<file path="src/rtl/dma_irq_pkg.sv">
`default_nettype none
// ============================================================================
//  Module      : dma_irq_pkg
//  Description : Shared definitions for the DMA interrupt coalescer: register
//                offsets and decode indices, channel indices and the
//                per-channel coalescing state type.
//  Revision    : 1.0 - initial release
// ============================================================================
package dma_irq_pkg;

    // Register byte offsets (8-byte aligned, 64-bit registers)
    localparam logic [5:0] IPSR_OFFS    = 6'h00;
    localparam logic [5:0] IER_OFFS     = 6'h08;
    localparam logic [5:0] THRESH_OFFS  = 6'h10;
    localparam logic [5:0] TIMEOUT_OFFS = 6'h18;
    localparam logic [5:0] CNT_OFFS     = 6'h20;

    // Word indices used by the decoder (address bits [5:3])
    localparam logic [2:0] IPSR_IDX    = IPSR_OFFS[5:3];
    localparam logic [2:0] IER_IDX     = IER_OFFS[5:3];
    localparam logic [2:0] THRESH_IDX  = THRESH_OFFS[5:3];
    localparam logic [2:0] TIMEOUT_IDX = TIMEOUT_OFFS[5:3];
    localparam logic [2:0] CNT_IDX     = CNT_OFFS[5:3];

    // Channel indices into irq_o / IPSR / IER
    localparam int unsigned IRQ_RD = 0;
    localparam int unsigned IRQ_WR = 1;
    localparam int unsigned NUM_CH = 2;

    typedef enum logic [1:0] {
        IDLE  = 2'd0,
        ACCUM = 2'd1,
        PEND  = 2'd2
    } coal_state_e;

endpackage
`default_nettype wire

</file>
<file path="src/rtl/dma_irq_coalesce_ch.sv">
`default_nettype none
// ============================================================================
//  Module      : dma_irq_coalesce_ch
//  Description : One interrupt-coalescing channel. Counts completion events,
//                fires a pending flag on a count threshold or an idle timeout,
//                and keeps counting while pending until software clears it.
//  Ports       : clk_i, rst_i   - clock, synchronous active-high reset
//                evt_i          - one-cycle completion pulse
//                thr_i          - count threshold (0 behaves as 1)
//                timeout_i      - idle timeout in cycles (0 disables)
//                clr_i          - write-1-to-clear of the pending flag
//                pend_o         - pending flag
//                cnt_o          - current event count
//  Revision    : 1.0 - initial release
// ============================================================================
module dma_irq_coalesce_ch
    import dma_irq_pkg::*;
#(
    parameter int unsigned CntWidth   = 16,
    parameter int unsigned TimerWidth = 32
) (
    input  logic                  clk_i,
    input  logic                  rst_i,
    input  logic                  evt_i,
    input  logic [CntWidth-1:0]   thr_i,
    input  logic [TimerWidth-1:0] timeout_i,
    input  logic                  clr_i,
    output logic                  pend_o,
    output logic [CntWidth-1:0]   cnt_o
);

    localparam logic [CntWidth-1:0]   CNT_ONE = {{(CntWidth-1){1'b0}}, 1'b1};
    localparam logic [CntWidth-1:0]   CNT_MAX = '1;
    localparam logic [TimerWidth-1:0] TMR_ONE = {{(TimerWidth-1){1'b0}}, 1'b1};
    localparam logic [TimerWidth-1:0] TMR_MAX = '1;

    coal_state_e           state_q, state_d;
    logic [CntWidth-1:0]   cnt_q, cnt_d;
    logic [TimerWidth-1:0] tmr_q, tmr_d;

    logic [CntWidth-1:0]   cnt_nxt;
    logic [TimerWidth-1:0] tmr_nxt;
    logic [CntWidth-1:0]   thr_eff;
    logic                  hit_cnt;
    logic                  hit_tmr;

    always_ff @(posedge clk_i) begin
        if (rst_i) begin
            state_q <= IDLE;
            cnt_q   <= '0;
            tmr_q   <= '0;
        end else begin
            state_q <= state_d;
            cnt_q   <= cnt_d;
            tmr_q   <= tmr_d;
        end
    end

    // Candidate next count/timer, both saturating. An event restarts the
    // idle timer.
    assign cnt_nxt = evt_i ? ((cnt_q == CNT_MAX) ? cnt_q : cnt_q + CNT_ONE) : cnt_q;
    assign tmr_nxt = evt_i ? '0 : ((tmr_q == TMR_MAX) ? tmr_q : tmr_q + TMR_ONE);

    // A zero threshold would otherwise fire with no events at all.
    assign thr_eff = (thr_i == '0) ? CNT_ONE : thr_i;
    assign hit_cnt = ({1'b0, cnt_nxt} >= {1'b0, thr_eff});
    assign hit_tmr = (timeout_i != '0) && (tmr_nxt >= timeout_i);

    always_comb begin
        state_d = state_q;
        cnt_d   = cnt_q;
        tmr_d   = tmr_q;
        case (state_q)
            // IDLE behaves like ACCUM with a zero count once an event
            // arrives, so a threshold of 1 fires on the very first pulse.
            IDLE, ACCUM: begin
                if ((state_q == ACCUM) || evt_i) begin
                    if (hit_cnt || hit_tmr) begin
                        // The current event (if any) belongs to the fired batch.
                        state_d = PEND;
                        cnt_d   = '0;
                        tmr_d   = '0;
                    end else begin
                        state_d = ACCUM;
                        cnt_d   = cnt_nxt;
                        tmr_d   = tmr_nxt;
                    end
                end
            end
            PEND: begin
                cnt_d = cnt_nxt;
                tmr_d = '0;
                // Leaving with a count at/above threshold re-fires one cycle
                // later through the ACCUM compare.
                if (clr_i) begin
                    state_d = (cnt_nxt != '0) ? ACCUM : IDLE;
                end
            end
            default: begin
                state_d = IDLE;
                cnt_d   = '0;
                tmr_d   = '0;
            end
        endcase
    end

    assign pend_o = (state_q == PEND);
    assign cnt_o  = cnt_q;

endmodule
`default_nettype wire

</file>
<file path="src/rtl/dma_irq_coalesce.sv">
`default_nettype none
// ============================================================================
//  Module      : dma_irq_coalesce
//  Description : DMA completion interrupt coalescer. Two channels (read and
//                write burst completion) with shared timeout, per-channel
//                thresholds, W1C pending bits and maskable interrupt lines.
//  Ports       : clk_i, rst_i        - clock, synchronous active-high reset
//                r_done_i, w_done_i  - completion pulses
//                reg_*               - single-cycle 64-bit register port
//                irq_o[1:0]          - [0] read channel, [1] write channel
//  Revision    : 1.0 - initial release
// ============================================================================
module dma_irq_coalesce
    import dma_irq_pkg::*;
#(
    parameter int unsigned CntWidth     = 16,
    parameter int unsigned TimerWidth   = 32,
    parameter int unsigned RegAddrWidth = 6,
    parameter int unsigned RegDataWidth = 64
) (
    input  logic                      clk_i,
    input  logic                      rst_i,
    input  logic                      r_done_i,
    input  logic                      w_done_i,
    input  logic                      reg_valid_i,
    input  logic                      reg_write_i,
    input  logic [RegAddrWidth-1:0]   reg_addr_i,
    input  logic [RegDataWidth-1:0]   reg_wdata_i,
    input  logic [RegDataWidth/8-1:0] reg_wstrb_i,
    output logic                      reg_ready_o,
    output logic [RegDataWidth-1:0]   reg_rdata_o,
    output logic                      reg_error_o,
    output logic [1:0]                irq_o
);

    localparam logic [CntWidth-1:0] THR_RST = {{(CntWidth-1){1'b0}}, 1'b1};

    logic [1:0]            ier_q, ier_d;
    logic [CntWidth-1:0]   thr_rd_q, thr_rd_d;
    logic [CntWidth-1:0]   thr_wr_q, thr_wr_d;
    logic [TimerWidth-1:0] timeout_q, timeout_d;

    logic [2:0]              idx;
    logic                    mapped;
    logic                    wr_en;
    logic [RegDataWidth-1:0] bmask;
    logic [RegDataWidth-1:0] rdata;
    logic [NUM_CH-1:0]       evt;
    logic [NUM_CH-1:0]       clr;
    logic [NUM_CH-1:0]       pend;
    logic [CntWidth-1:0]     thr [NUM_CH];
    logic [CntWidth-1:0]     cnt [NUM_CH];
    logic                    unused_bits;

    // ------------------------------------------------------------------
    // Register decode
    // ------------------------------------------------------------------
    assign idx    = reg_addr_i[5:3];
    assign mapped = (idx <= CNT_IDX);
    assign wr_en  = reg_valid_i & reg_write_i & mapped;

    for (genvar b = 0; b < RegDataWidth/8; b++) begin : g_bmask
        assign bmask[b*8 +: 8] = {8{reg_wstrb_i[b]}};
    end

    // IPSR is write-1-to-clear; only strobed bytes participate.
    assign clr = (wr_en && (idx == IPSR_IDX)) ? (reg_wdata_i[NUM_CH-1:0] & bmask[NUM_CH-1:0])
                                               : '0;

    always_comb begin
        ier_d     = ier_q;
        thr_rd_d  = thr_rd_q;
        thr_wr_d  = thr_wr_q;
        timeout_d = timeout_q;
        if (wr_en) begin
            case (idx)
                IER_IDX: begin
                    ier_d = (ier_q & ~bmask[1:0]) | (reg_wdata_i[1:0] & bmask[1:0]);
                end
                THRESH_IDX: begin
                    thr_rd_d = (thr_rd_q & ~bmask[CntWidth-1:0])
                             | (reg_wdata_i[CntWidth-1:0] & bmask[CntWidth-1:0]);
                    thr_wr_d = (thr_wr_q & ~bmask[16 +: CntWidth])
                             | (reg_wdata_i[16 +: CntWidth] & bmask[16 +: CntWidth]);
                end
                TIMEOUT_IDX: begin
                    timeout_d = (timeout_q & ~bmask[TimerWidth-1:0])
                              | (reg_wdata_i[TimerWidth-1:0] & bmask[TimerWidth-1:0]);
                end
                default: begin
                    // IPSR handled via clr; CNT is read-only.
                end
            endcase
        end
    end

    always_ff @(posedge clk_i) begin
        if (rst_i) begin
            ier_q     <= '0;
            thr_rd_q  <= THR_RST;
            thr_wr_q  <= THR_RST;
            timeout_q <= '0;
        end else begin
            ier_q     <= ier_d;
            thr_rd_q  <= thr_rd_d;
            thr_wr_q  <= thr_wr_d;
            timeout_q <= timeout_d;
        end
    end

    always_comb begin
        rdata = '0;
        case (idx)
            IPSR_IDX:    rdata[NUM_CH-1:0] = pend;
            IER_IDX:     rdata[1:0] = ier_q;
            THRESH_IDX: begin
                rdata[CntWidth-1:0]   = thr_rd_q;
                rdata[16 +: CntWidth] = thr_wr_q;
            end
            TIMEOUT_IDX: rdata[TimerWidth-1:0] = timeout_q;
            CNT_IDX: begin
                rdata[CntWidth-1:0]   = cnt[IRQ_RD];
                rdata[16 +: CntWidth] = cnt[IRQ_WR];
            end
            default:     rdata = '0;
        endcase
    end

    assign reg_ready_o = 1'b1;
    assign reg_rdata_o = rdata;
    assign reg_error_o = reg_valid_i & ~mapped;

    // ------------------------------------------------------------------
    // Channels
    // ------------------------------------------------------------------
    assign evt[IRQ_RD] = r_done_i;
    assign evt[IRQ_WR] = w_done_i;
    assign thr[IRQ_RD] = thr_rd_q;
    assign thr[IRQ_WR] = thr_wr_q;

    for (genvar ch = 0; ch < NUM_CH; ch++) begin : g_ch
        dma_irq_coalesce_ch #(
            .CntWidth   (CntWidth),
            .TimerWidth (TimerWidth)
        ) u_ch (
            .clk_i     (clk_i),
            .rst_i     (rst_i),
            .evt_i     (evt[ch]),
            .thr_i     (thr[ch]),
            .timeout_i (timeout_q),
            .clr_i     (clr[ch]),
            .pend_o    (pend[ch]),
            .cnt_o     (cnt[ch])
        );
    end

    // Flop-driven only, so no input-to-output glitch path.
    assign irq_o = pend & ier_q;

    assign unused_bits = ^{reg_addr_i, reg_wdata_i, bmask};

endmodule
`default_nettype wire

</file>
<file path="config.mk">
export PLATFORM = sky130hd
export DESIGN_NAME = dma_irq_coalesce
export DESIGN_NICKNAME = d
export VERILOG_FILES = /design/src/rtl/dma_irq_pkg.sv /design/src/rtl/dma_irq_coalesce_ch.sv /design/src/rtl/dma_irq_coalesce.sv
export SDC_FILE = /design/constraint.sdc
export NUM_CORES = 1
export LEC_CHECK = 0
export BUFFER_PORTS_ARGS = -buffer_cell sky130_fd_sc_hd__buf_2
export CORE_ASPECT_RATIO = 0.8
export CORE_UTILIZATION = 45
export CTS_CLUSTER_DIAMETER = 80
export DETAILED_ROUTE_END_ITERATION = 10
export SLEW_MARGIN = 20
export SYNTH_ARGS = -nofsm -noshare
export SYNTH_HDL_FRONTEND = slang
export SYNTH_SLANG_ARGS = --single-unit
</file>
<file path="constraint.sdc">
create_clock -name clk_i -period 5.1 [get_ports clk_i]
set_input_delay 0.51 -clock clk_i [delete_from_list [all_inputs] [get_ports clk_i]]
set_output_delay 0.51 -clock clk_i [all_outputs]
set_load 0.02 [all_outputs]
</file>
==> Yosys cells after proc, flatten, opt, wreduce, memory -nomap -nowiden <==
Cells that the tools add are included.
{ "totals": {"regBits": 166, "out_inout_bits": 68, "elab_cells": 113} }
{ "classes": {"add_sub_neg": 4, "order_cmp": 5, "n_eq_ne": 16, "n_mux": 31, "n_bitwise": 23, "reduce_logical": 24} }
{ "ops": {"columns": ["operator", "count"], "rows": [
  ["2-to-1 mux 32 bit", 6],
  ["2-to-1 mux 16 bit", 10],
  ["case mux 30 bit (3 select lines)", 1],
  ["adder 32 x 1 -> 32 bit (second input constant)", 2],
  ["AND 16 bit", 4],
  ["AND 32 bit", 2],
  ["equality test 32 bit (second input constant)", 2],
  [">= comparator 32 bit", 2],
  ["case mux 16 bit (2 select lines)", 2],
  ["adder 16 x 1 -> 16 bit (second input constant)", 2],
  ["equality test 16 bit (second input constant)", 2],
  [">= comparator 16 bit", 2],
  ["logical NOT 16 bit", 2],
  ["inverter 16 bit", 2],
  ["inverter 32 bit", 1],
  ["OR 16 bit", 2],
  ["OR 32 bit", 1],
  ["nonzero test 16 bit", 2],
  ["nonzero test 32 bit", 1],
  ["2-to-1 mux 2 bit", 7],
  ["case mux 2 bit (5 select lines)", 1],
  ["AND reduction 2 bit", 5],
  ["case mux 2 bit (2 select lines)", 2],
  ["OR reduction 2 bit", 4],
  ["other kinds (18)", 36]
]} }

==> Longest topological paths before layout <==
Gate-level depths: netlist of the first run.
{ "depth": {"word_depth": 9, "mapped_depth": 19} }

==> Hierarchy <==
A second synthesis of the first run with hierarchy kept.
{ "hier_totals": {"cells_unflattened": 1577, "area_unflattened_um2": 12545.8} }
{ "by_module_without_submodules": {"columns": ["mod", "instances", "cells_each", "area_per_inst_um2", "seq_area_each_um2"], "rows": [
  ["dma_irq_coalesce_ch at g_ch[0].u_ch", 1, 591, 4523.1, 1001.0],
  ["dma_irq_coalesce_ch at g_ch[1].u_ch", 1, 561, 4271.6, 1001.0],
  ["dma_irq_coalesce", 1, 425, 3751.1, 1321.3]
]} }

==> Worst setup path after synthesis of the first run <==
No wires, ideal clock.
{ "synth_timing": {"path_kind": "reg-to-reg", "start": "register g_ch[0].u_ch.tmr_q[3]", "end": "register g_ch[0].u_ch.cnt_q[1]", "setup_time_ns": 0.117, "arrival_time_ns": 4.231, "slack_ns": 0.752, "path_stages_with_launch": 19, "path_cell_list": "dfxtp_1 nand3_1 or3_1 nor4_1 nor2_1 nand2_1 nor2_1 xnor2_1 nor2_1 ha_1 nand4_1 nor4_1 o31ai_1 and4b_1 o22ai_2 nor3_2 or2_2 buf_2 a22o_1"} }
{ "synth_between": {"elab_chain_cells": 9, "word_cells_on_any_way": 10, "classes_between": "add/sub (1); order compare (1); eq/ne (1); mux (5); reduce/logical (2)"} }
{ "synth_lines": {"columns": ["item", "line", "text"], "rows": [
  ["start: declaration", "dma_irq_coalesce_ch.sv:39", "logic [TimerWidth-1:0] tmr_q, tmr_d;"],
  ["start signal: assignment", "dma_irq_coalesce_ch.sv:55", "tmr_q <= tmr_d;"],
  ["adder 32 x 1 -> 32 bit / equality test 32 bit (equally long branches)", "dma_irq_coalesce_ch.sv:62", "assign tmr_nxt = evt_i ? '0 : ((tmr_q == TMR_MAX) ? tmr_q : tmr_q + TMR_ONE);"],
  ["2-to-1 mux 32 bit (*) (2 in a row)", "dma_irq_coalesce_ch.sv:62", null],
  [">= comparator 32 bit (*)", "dma_irq_coalesce_ch.sv:67", "assign hit_tmr = (timeout_i != '0) && (tmr_nxt >= timeout_i);"],
  ["logical AND 1 bit (*)", "dma_irq_coalesce_ch.sv:67", null],
  ["logical OR 1 bit (*)", "dma_irq_coalesce_ch.sv:78", "if (hit_cnt || hit_tmr) begin"],
  ["2-to-1 mux 16 bit (*)", "dma_irq_coalesce_ch.sv:78", null],
  ["2-to-1 mux 16 bit (*)", "dma_irq_coalesce_ch.sv:77", "if ((state_q == ACCUM) || evt_i) begin"],
  ["case mux 16 bit (2 select lines) (*)", "dma_irq_coalesce_ch.sv:73", "case (state_q)"],
  ["end signal: assignment", "dma_irq_coalesce_ch.sv:54", "cnt_q <= cnt_d;"],
  ["end: declaration", "dma_irq_coalesce_ch.sv:38", "logic [CntWidth-1:0] cnt_q, cnt_d;"]
]} }
Every way passes the cells marked *; elsewhere a longest branch is shown, timed or not. The select of a mux whose other input is x is not followed.
A chain may end at the register's enable or synchronous reset.

==> Final worst setup path of the first run <==
{ "layout_timing": {"start": "register g_ch[1].u_ch.tmr_q[7]", "end": "register g_ch[1].u_ch.tmr_q[0]"} }
{ "layout_between": {"elab_chain_cells": 7, "word_cells_on_any_way": 8, "classes_between": "add/sub (1); order compare (1); eq/ne (1); mux (3); reduce/logical (2)"} }
{ "layout_lines": {"columns": ["item", "line"], "rows": [
  ["start: declaration", "dma_irq_coalesce_ch.sv:39"],
  ["start signal: assignment", "dma_irq_coalesce_ch.sv:55"],
  ["adder 32 x 1 -> 32 bit / equality test 32 bit (equally long branches)", "dma_irq_coalesce_ch.sv:62"],
  ["2-to-1 mux 32 bit (*) (2 in a row)", "dma_irq_coalesce_ch.sv:62"],
  [">= comparator 32 bit", "dma_irq_coalesce_ch.sv:67"],
  ["logical AND 1 bit", "dma_irq_coalesce_ch.sv:67"],
  ["logical OR 1 bit", "dma_irq_coalesce_ch.sv:78"],
  ["2-to-1 mux 32 bit (*)", "dma_irq_coalesce_ch.sv:78"]
]} }
Every way passes the cells marked *; elsewhere a longest branch is shown, timed or not.

==> impl_results.md, run 1 <==
- GPL Wtd Cong: 0.908
- Worst vdd ir: about 0.00023 V
- Initial cell density of the core: 0.461
- Setup_tns: 0 ps
- TritonCTS buffer count: 17
- Drt via density: approximately 5.8
- Dpl cells: 1950
- CP bufs+invs: 1
- Crit path max-delay cell type: nor4_1
- LEAKAGE: 5.27 nW
- FF+latch area: 3320 sq um
- Grt ovf: 0
- First-pass GRT wire length: around 57000 um
- Synthesized flop and latch total: ~170
- IO Count: about 150
- Cells along the critical path: and4_1 -> and4_1 -> nand2_1 -> nor3_1 -> nand4_1 -> xor2_1 -> nor2_1 -> ha_1 -> nand4_1 -> nor4_1 -> nand2_1 -> a2111oi_0 -> o31a_1 -> and4b_1 -> buf_12 -> a32o_1
- Final HPWL DP: around 28000 um
- WP data required: 5430 ps
- Row cnt: 52
- I/O Buffers: a little under 80
- DRC Markers: 0
- Vias in the first global route: between 10000 and 15000
- Synth top area cells: dfxtp_1 28%, ha_1 11%, nand2_1 8.2%
- Htree depth: 4
- Minimum clock period: 4790 ps
- Max_cap viols: 0
- Final slew viol count: 0
- Skew-Pair Late Insertion Delay: roughly 440 ps
- Area of the multi-input gates: 7750 sq um
- Ys async rst share: 0
- Die ar.: 26800 sq um
- Fraction of layout cells with a size suffix above 1: 0.104
- Final cell count without fillers: a little under 2000
- Dominant synthesized flop cell: dfxtp_1
- Global Route Usage Sum: 0.275
- Synthesized area: approximately 12000 sq um
- Pwr dens: 239 nW/um^2
- Syn avg cell area: between 7 and 8 sq um
- WL per Instance: around 18 um
- Setup Skew: about 12 ps
- CTS tree: built
- Worst-path clk slew: approximately 70 ps
- DP Area: about 12000 sq um
- Via count: 11600
- CP startpoint kind: flip-flop
- WL final: 36500 um
- Clk root buf: clkbuf_16
- CTS sink cnt: 166
- Cells after synthesis: around 1600
- Fin area: 13100 sq um
- CP max FO: 18
- Critical Path AT: around 5100 ps
- FILL cells: about 2600
- Synth warnings: 0
- Period utilisation layout: 0.940
- Hold Fails Final Rpt: 0
- Slew margin rel.: 0.344
- Initial DRC Count: around 1100
- Post-route ant nets: 0
- Antenna Diode Count: 0
- Die Span Y: about 150 um
- Reg2Reg Setup Slack: ~300 ps
- Max clock buf depth: 2
- Area grow syn2layout: 11.5%
- Synth top area share: 0.283
- Core area: 25500 sq um
- Largest net degree at the start of global routing: 80
- Dominant cell type by area after synthesis: dfxtp_1
- RSZ-0062 raised after global routing: false
- Seq/Total Area, Yosys: 0.283
- Final WS setup: just over 300 ps
- Outcome: completed
- Setup violators final: 0
- Worst path max stage delay: between 500 and 600 ps
- Yosys cell types: 68
- CP endpoint kind: flip-flop
- Number of synthesized flops with an enable pin: 0
- Total Nets Final: between 1500 and 2000
- Peak Freq: approximately 210 MHz
- Crit path max-delay family: simple AND/OR/NAND/NOR gates
- Min-delay worst type: input port to flip-flop
- Antenna violations before repair: 0
- CP Class: flip-flop to flip-flop
- DRT Pass-1 Iters: 5
- Die span in x: approximately 180 um
- Setup WS pre-CTS: 303 ps
- Slew @ Worst Pin: between 900 and 1000 ps
## cells by family (layout without fill, tap and decap cells)
kind of cell / Yosys count / in the layout / synth area share
AOI/OAI and AO/OA: 349 / 349 / 0.191
other: 2 / 33 / 0.000639
DFF: 166 / 166 / 0.283
and+or+nand+nor: 646 / 646 / 0.263
buffers and inverters: 190 / 231 / 0.0720
muxes: 39 / 39 / 0.0335
xor gates and xnor gates: 67 / 67 / 0.0499
adders and majority gates: 100 / 100 / 0.106
## timing repair
action / 4_1_cts / 5_1_grt
endpoints found under the setup margin: 0 / 13
hold buffers: 0 / 0
gates resized for setup: 0 / 2
setup buffers: 0 / 0
## tightest hold or removal path: cells and delay by family
| family | cells | cell delay (ps) |
|---|---|---|
| compound gates | 1 | 50 |
| simple gates | 1 | 50 |
| buf+inv | 1 | 110 |
## final cells by class
cell class | instances | area share
multi-input combinational | 1234 | 0.591
sequential | 166 | 0.253
timing repair buffer | 112 | 0.0500
clock buffer | 19 | 0.0338
tap | 351 | 0.0335
inverter | 87 | 0.0249
clock inverter | 13 | 0.0130
## synth_stat cells (4+ instances only)
| cell | n |
|---|---|
| or2_2 | 4 |
| nor2_1 | 112 |
| nand4_1 | 41 |
| dfxtp_1 | 166 |
| a22o_1 | 62 |
| buf_1 | 5 |
| nor2b_1 | 4 |
| xnor2_1 | 26 |
| o31ai_1 | 5 |
| a211oi_1 | 11 |
| a21oi_1 | 114 |
| nor3_1 | 29 |
| a31oi_1 | 8 |
| nand3b_1 | 4 |
| o21a_1 | 9 |
| or3_1 | 10 |
| inv_1 | 87 |
| clkbuf_1 | 62 |
| and4_1 | 19 |
| xor2_1 | 41 |
| a22oi_1 | 4 |
| ha_1 | 100 |
| o22ai_1 | 7 |
| mux2i_1 | 36 |
| o21ai_0 | 85 |
| a21o_1 | 10 |
| nand3_1 | 81 |
| and3_1 | 18 |
| nor4_1 | 24 |
| nand2b_1 | 7 |
| and2_1 | 17 |
| or4_1 | 4 |
| buf_4 | 33 |
| nand2_1 | 257 |
## cell usage in the layout (no fill, tap or decap), types with 9 or more instances in the layout
| master | Yosys | final |
|---|---|---|
| nand2_1 | 257 | 257 |
| dfxtp_1 | 166 | 166 |
| a21oi_1 | 114 | 114 |
| nor2_1 | 112 | 112 |
| ha_1 | 100 | 100 |
| inv_1 | 87 | 87 |
| o21ai_0 | 85 | 85 |
| nand3_1 | 81 | 81 |
| buf_2 | 2 | 79 |
| a22o_1 | 62 | 62 |
| nand4_1 | 41 | 41 |
| xor2_1 | 41 | 41 |
| mux2i_1 | 36 | 36 |
| conb_1 | 2 | 33 |
| buf_4 | 33 | 32 |
| nor3_1 | 29 | 27 |
| xnor2_1 | 26 | 26 |
| nor4_1 | 24 | 22 |
| and4_1 | 19 | 19 |
| and3_1 | 18 | 18 |
| and2_1 | 17 | 17 |
| clkbuf_16 | 0 | 17 |
| a211oi_1 | 11 | 11 |
| a21o_1 | 10 | 10 |
| or3_1 | 10 | 10 |
| o21a_1 | 9 | 9 |
## final timing paths
path,cells after the start,endpoint,start
max,16,g_ch[1].u_ch.tmr_q[0]$_SDFFE_PP0P_,g_ch[1].u_ch.tmr_q[7]$_SDFFE_PP0P_
min,3,flip-flop,reg_wdata_i[29]
max reg2reg,16,g_ch[1].u_ch.tmr_q[0]$_SDFFE_PP0P_,g_ch[1].u_ch.tmr_q[7]$_SDFFE_PP0P_
min reg2reg,2,g_ch[0].u_ch.tmr_q[5]$_SDFFE_PP0P_,g_ch[0].u_ch.tmr_q[5]$_SDFFE_PP0P_
## per-stage QoR
step / power, mW / hold WS [ps] / utilization
finish: 3.14 / 323 / 0.514
floorplan: 1.64 / 444 / -
global placement: 1.77 / 463 / 0.489
detailed placement: 1.77 / 472 / 0.489
global route: 3.25 / 309 / 0.514
CTS: 3.14 / 308 / 0.513
## where the power goes
part	switching (mW)	leakage, nW	total (mW)	internal (mW)
clock	0.593	0.296	1.38	0.792
sequential	0.0306	1.34	1.34	1.31
combinational	0.281	3.64	0.410	0.130
total	0.904	5.27	3.14	2.23
## layer usage
metal / global-route usage / routed length (um) / share of wire
met1: 0.421 / 18400 / 0.50
met2: 0.396 / 15200 / 0.42
met3: 0.0466 / 2600 / 0.071
met4: 0.0609 / 398 / 0.011
met5: 0 / 0 / 0
Note: power is estimated with default switching activity, not from simulation.
==> inputs of run 2 (changes only) <==
--- a/config.mk
+++ b/config.mk
@@ -6,10 +6,14 @@
 export NUM_CORES = 1
 export LEC_CHECK = 0
 export BUFFER_PORTS_ARGS = -buffer_cell sky130_fd_sc_hd__buf_2
+export CELL_PAD_IN_SITES_DETAIL_PLACEMENT = 0
+export CELL_PAD_IN_SITES_GLOBAL_PLACEMENT = 2
 export CORE_ASPECT_RATIO = 0.8
-export CORE_UTILIZATION = 45
+export CORE_MARGIN = 2
+export CORE_UTILIZATION = 34
 export CTS_CLUSTER_DIAMETER = 80
 export DETAILED_ROUTE_END_ITERATION = 10
+export PLACE_DENSITY_LB_ADDON = 0.1
 export SLEW_MARGIN = 20
 export SYNTH_ARGS = -nofsm -noshare
 export SYNTH_HDL_FRONTEND = slang
==> impl_results.md, run 2 (synthesis results as in run 1) <==
- Post-route ant nets: 0 (unchanged)
- Die span in x: 212 um (+16%)
- Setup violators final: 0 (unchanged)
- LEAKAGE: 5.36 nW (+1.7%)
- Cells along the critical path: nand3_1 -> or3_1 -> a2111oi_4 -> and3_1 -> nand4_1 -> xnor2_1 -> nor2_1 -> ha_1 -> nand4_1 -> nor3_1 -> a211o_1 -> o32a_2 -> or4_4 -> nor2_4 -> o21ai_0 -> a31oi_1
- Worst path max stage delay: 560 ps (+50 ps)
- Max_cap viols: 0 (unchanged)
- Final cell count without fillers: 2120 (+7.0%)
- Hold Fails Final Rpt: 0 (unchanged)
- First-pass GRT wire length: 62500 um (+9.0%)
- FF+latch area: 3320 sq um (unchanged)
- Antenna Diode Count: 0 (unchanged)
- Initial DRC Count: 746 (-32%)
- IO Count: 152 (unchanged)
- Row cnt: 60 (+15%)
- Outcome: completed
- FILL cells: 3604 (+41%)
- Worst vdd ir: 0.000134 V (-42%)
- Setup_tns: 0 ps (unchanged)
- Largest net degree at the start of global routing: 46 (-43%)
- Count of hold-fix buffers inserted at cts: 0 (unchanged)
- Setup WS pre-CTS: 366 ps (+62.4 ps)
- Critical Path AT: 5090 ps (-30 ps)
- Cell mode on critical path: nand4_1
- Core area: 33900 sq um (+33%)
- RSZ-0062 raised after global routing: false
- Worst-path clk slew: 80 ps (about the same)
- Fraction of layout cells with a size suffix above 1: 0.118 (+0.0148)
- Clk root buf: clkbuf_16
- Area of the multi-input gates: 7760 sq um (about the same)
- Final HPWL DP: 31100 um (+12%)
- Grt ovf: 0 (unchanged)
- Pwr dens: 229 nW/um^2 (-4.1%)
- Initial cell density of the core: 0.347 (-0.114)
- Via count: 11300 (-2.5%)
- WL per Instance: 19.0 um (+3.3%)
- Die Span Y: 170 um (+16%)
- Area grow syn2layout: 13.9%
- Setup Skew: 16.9 ps (+4.80 ps)
- CTS sink cnt: 166 (unchanged)
- CP bufs+invs: 0 (-1)
- I/O Buffers: 79 (unchanged)
- Slew @ Worst Pin: 795 ps (-180 ps)
- CTS tree: built
- Slew margin rel.: 0.470 (+0.126)
- Max clock buf depth: 2 (unchanged)
- CP max FO: 13 (-5)
- WL final: 40300 um (+11%)
- Crit path max-delay family: simple AND/OR/NAND/NOR gates
- Dpl cells: 2086 (+7.0%)
- Vias in the first global route: 10400 (+1.2%)
- Crit path max-delay cell type: or4_4
- Htree depth: 4 (unchanged)
- CP startpoint kind: flip-flop
- Global Route Usage Sum: 0.226 (-0.0496)
- Commonest non-fill, non-tap cell in the layout: nand2_1
- Period utilisation layout: 0.922 (-0.0174)
- Die ar.: 36100 sq um (+35%)
- Most frequent cells in the layout: 257 x nand2_1, 166 x dfxtp_1, 114 x a21oi_1
- Minimum clock period: 4700 ps (-88.5 ps)
- Peak Freq: 213 MHz (+1.9%)
- Total Nets Final: 1826 (+1.3%)
- Final WS setup: 397 ps (+88.5 ps)
- Min-delay worst type: input port to flip-flop
- TritonCTS buffer count: 17 (unchanged)
- DRC Markers: 0 (unchanged)
- DRT Pass-1 Iters: 5 (unchanged)
- Drt via density: 5.32 (-8.8%)
- CP endpoint kind: flip-flop
- CP Class: flip-flop to flip-flop
- Skew-Pair Late Insertion Delay: 460 ps (+20 ps)
- Antenna violations before repair: 0 (unchanged)
- Final slew viol count: 0 (unchanged)
- WP data required: 5490 ps (+60 ps)
- GPL Wtd Cong: 0.833 (-8.2%)
==> run 2: cell types whose count changed in the layout (fill, tap and decap cells not counted) <==
cell        change
o22ai_1         +1
buf_4          +23
nor2_1          -1
clkinvlp_4      +2
buf_12          +1
clkbuf_1        -1
nor3_1          -2
o22ai_2         -1
clkinv_4        -1
bufinv_16       -3
nor2_2          +1
inv_6           +3
nor3_2          +2
==> run 2: path summary, 6_finish.rpt <==
| check | startpoint | to | slack [ps] | cells past startpoint |
|---|---|---|---|---|
| worst max-delay path | g_ch[0].u_ch.tmr_q[3]$_SDFFE_PP0P_ | g_ch[0].u_ch.tmr_q[13]$_SDFFE_PP0P_ | 400 | 16 |
| worst max register to register | g_ch[0].u_ch.tmr_q[3]$_SDFFE_PP0P_ | g_ch[0].u_ch.tmr_q[13]$_SDFFE_PP0P_ | 400 | 16 |
| worst min-delay path | reg_wdata_i[13] | flip-flop | 300 | 3 |
| worst min register to register | g_ch[0].u_ch.tmr_q[5]$_SDFFE_PP0P_ | g_ch[0].u_ch.tmr_q[5]$_SDFFE_PP0P_ | 490 | 2 |
==> run 2: stage by stage <==
step	util	instance area [sq um]	hold slack [ps]	power, mW
after floorplan	-	11900	444	1.64
after global placement	0.378	12800	478	1.80
after detailed placement	0.378	12800	472	1.80
after CTS	0.394	13400	281	3.09
after global routing	0.395	13400	284	3.19
final	0.395	13400	300	3.07
==> run 2: metal layers <==
metal  global-route usage  routed length, um  up-vias
li1                     -                  -     5679
met1                0.362              22100     5321
met2                0.312              16000      249
met3               0.0323               1850       20
met4               0.0413                325        0
met5                    0                  0        -
==> run 2: power breakdown <==
group	switching [mW]	internal, mW	leakage [nW]	total [mW]
sequential	0.0296	1.31	1.34	1.34
clock	0.645	0.648	0.262	1.29
combinational	0.293	0.144	3.76	0.437
==> run 2: what timing repair did <==
item / in CTS / in global routing
endpoints found under the hold margin: 0 / 0
setup endpoints to repair: 0 / 26
buffers inserted: 0 / 2
resized for setup: 0 / 4
==> run 2: final cells by class <==
| type | count | share of cell area |
|---|---|---|
| multi-input cells | 1234 | 0.579 |
| clock inverters | 14 | 0.00841 |
| clock buffers | 18 | 0.0328 |
| repair buffers | 136 | 0.0634 |
| flip-flops and latches | 166 | 0.248 |
| well taps | 465 | 0.0434 |
| inverters | 87 | 0.0244 |
==> run 2: tightest hold or removal path: cells and delay by family <==
family | cells | cell delay [ps]
compound gates | 1 | 50
buf+inv | 1 | 110
simple gates | 1 | 50
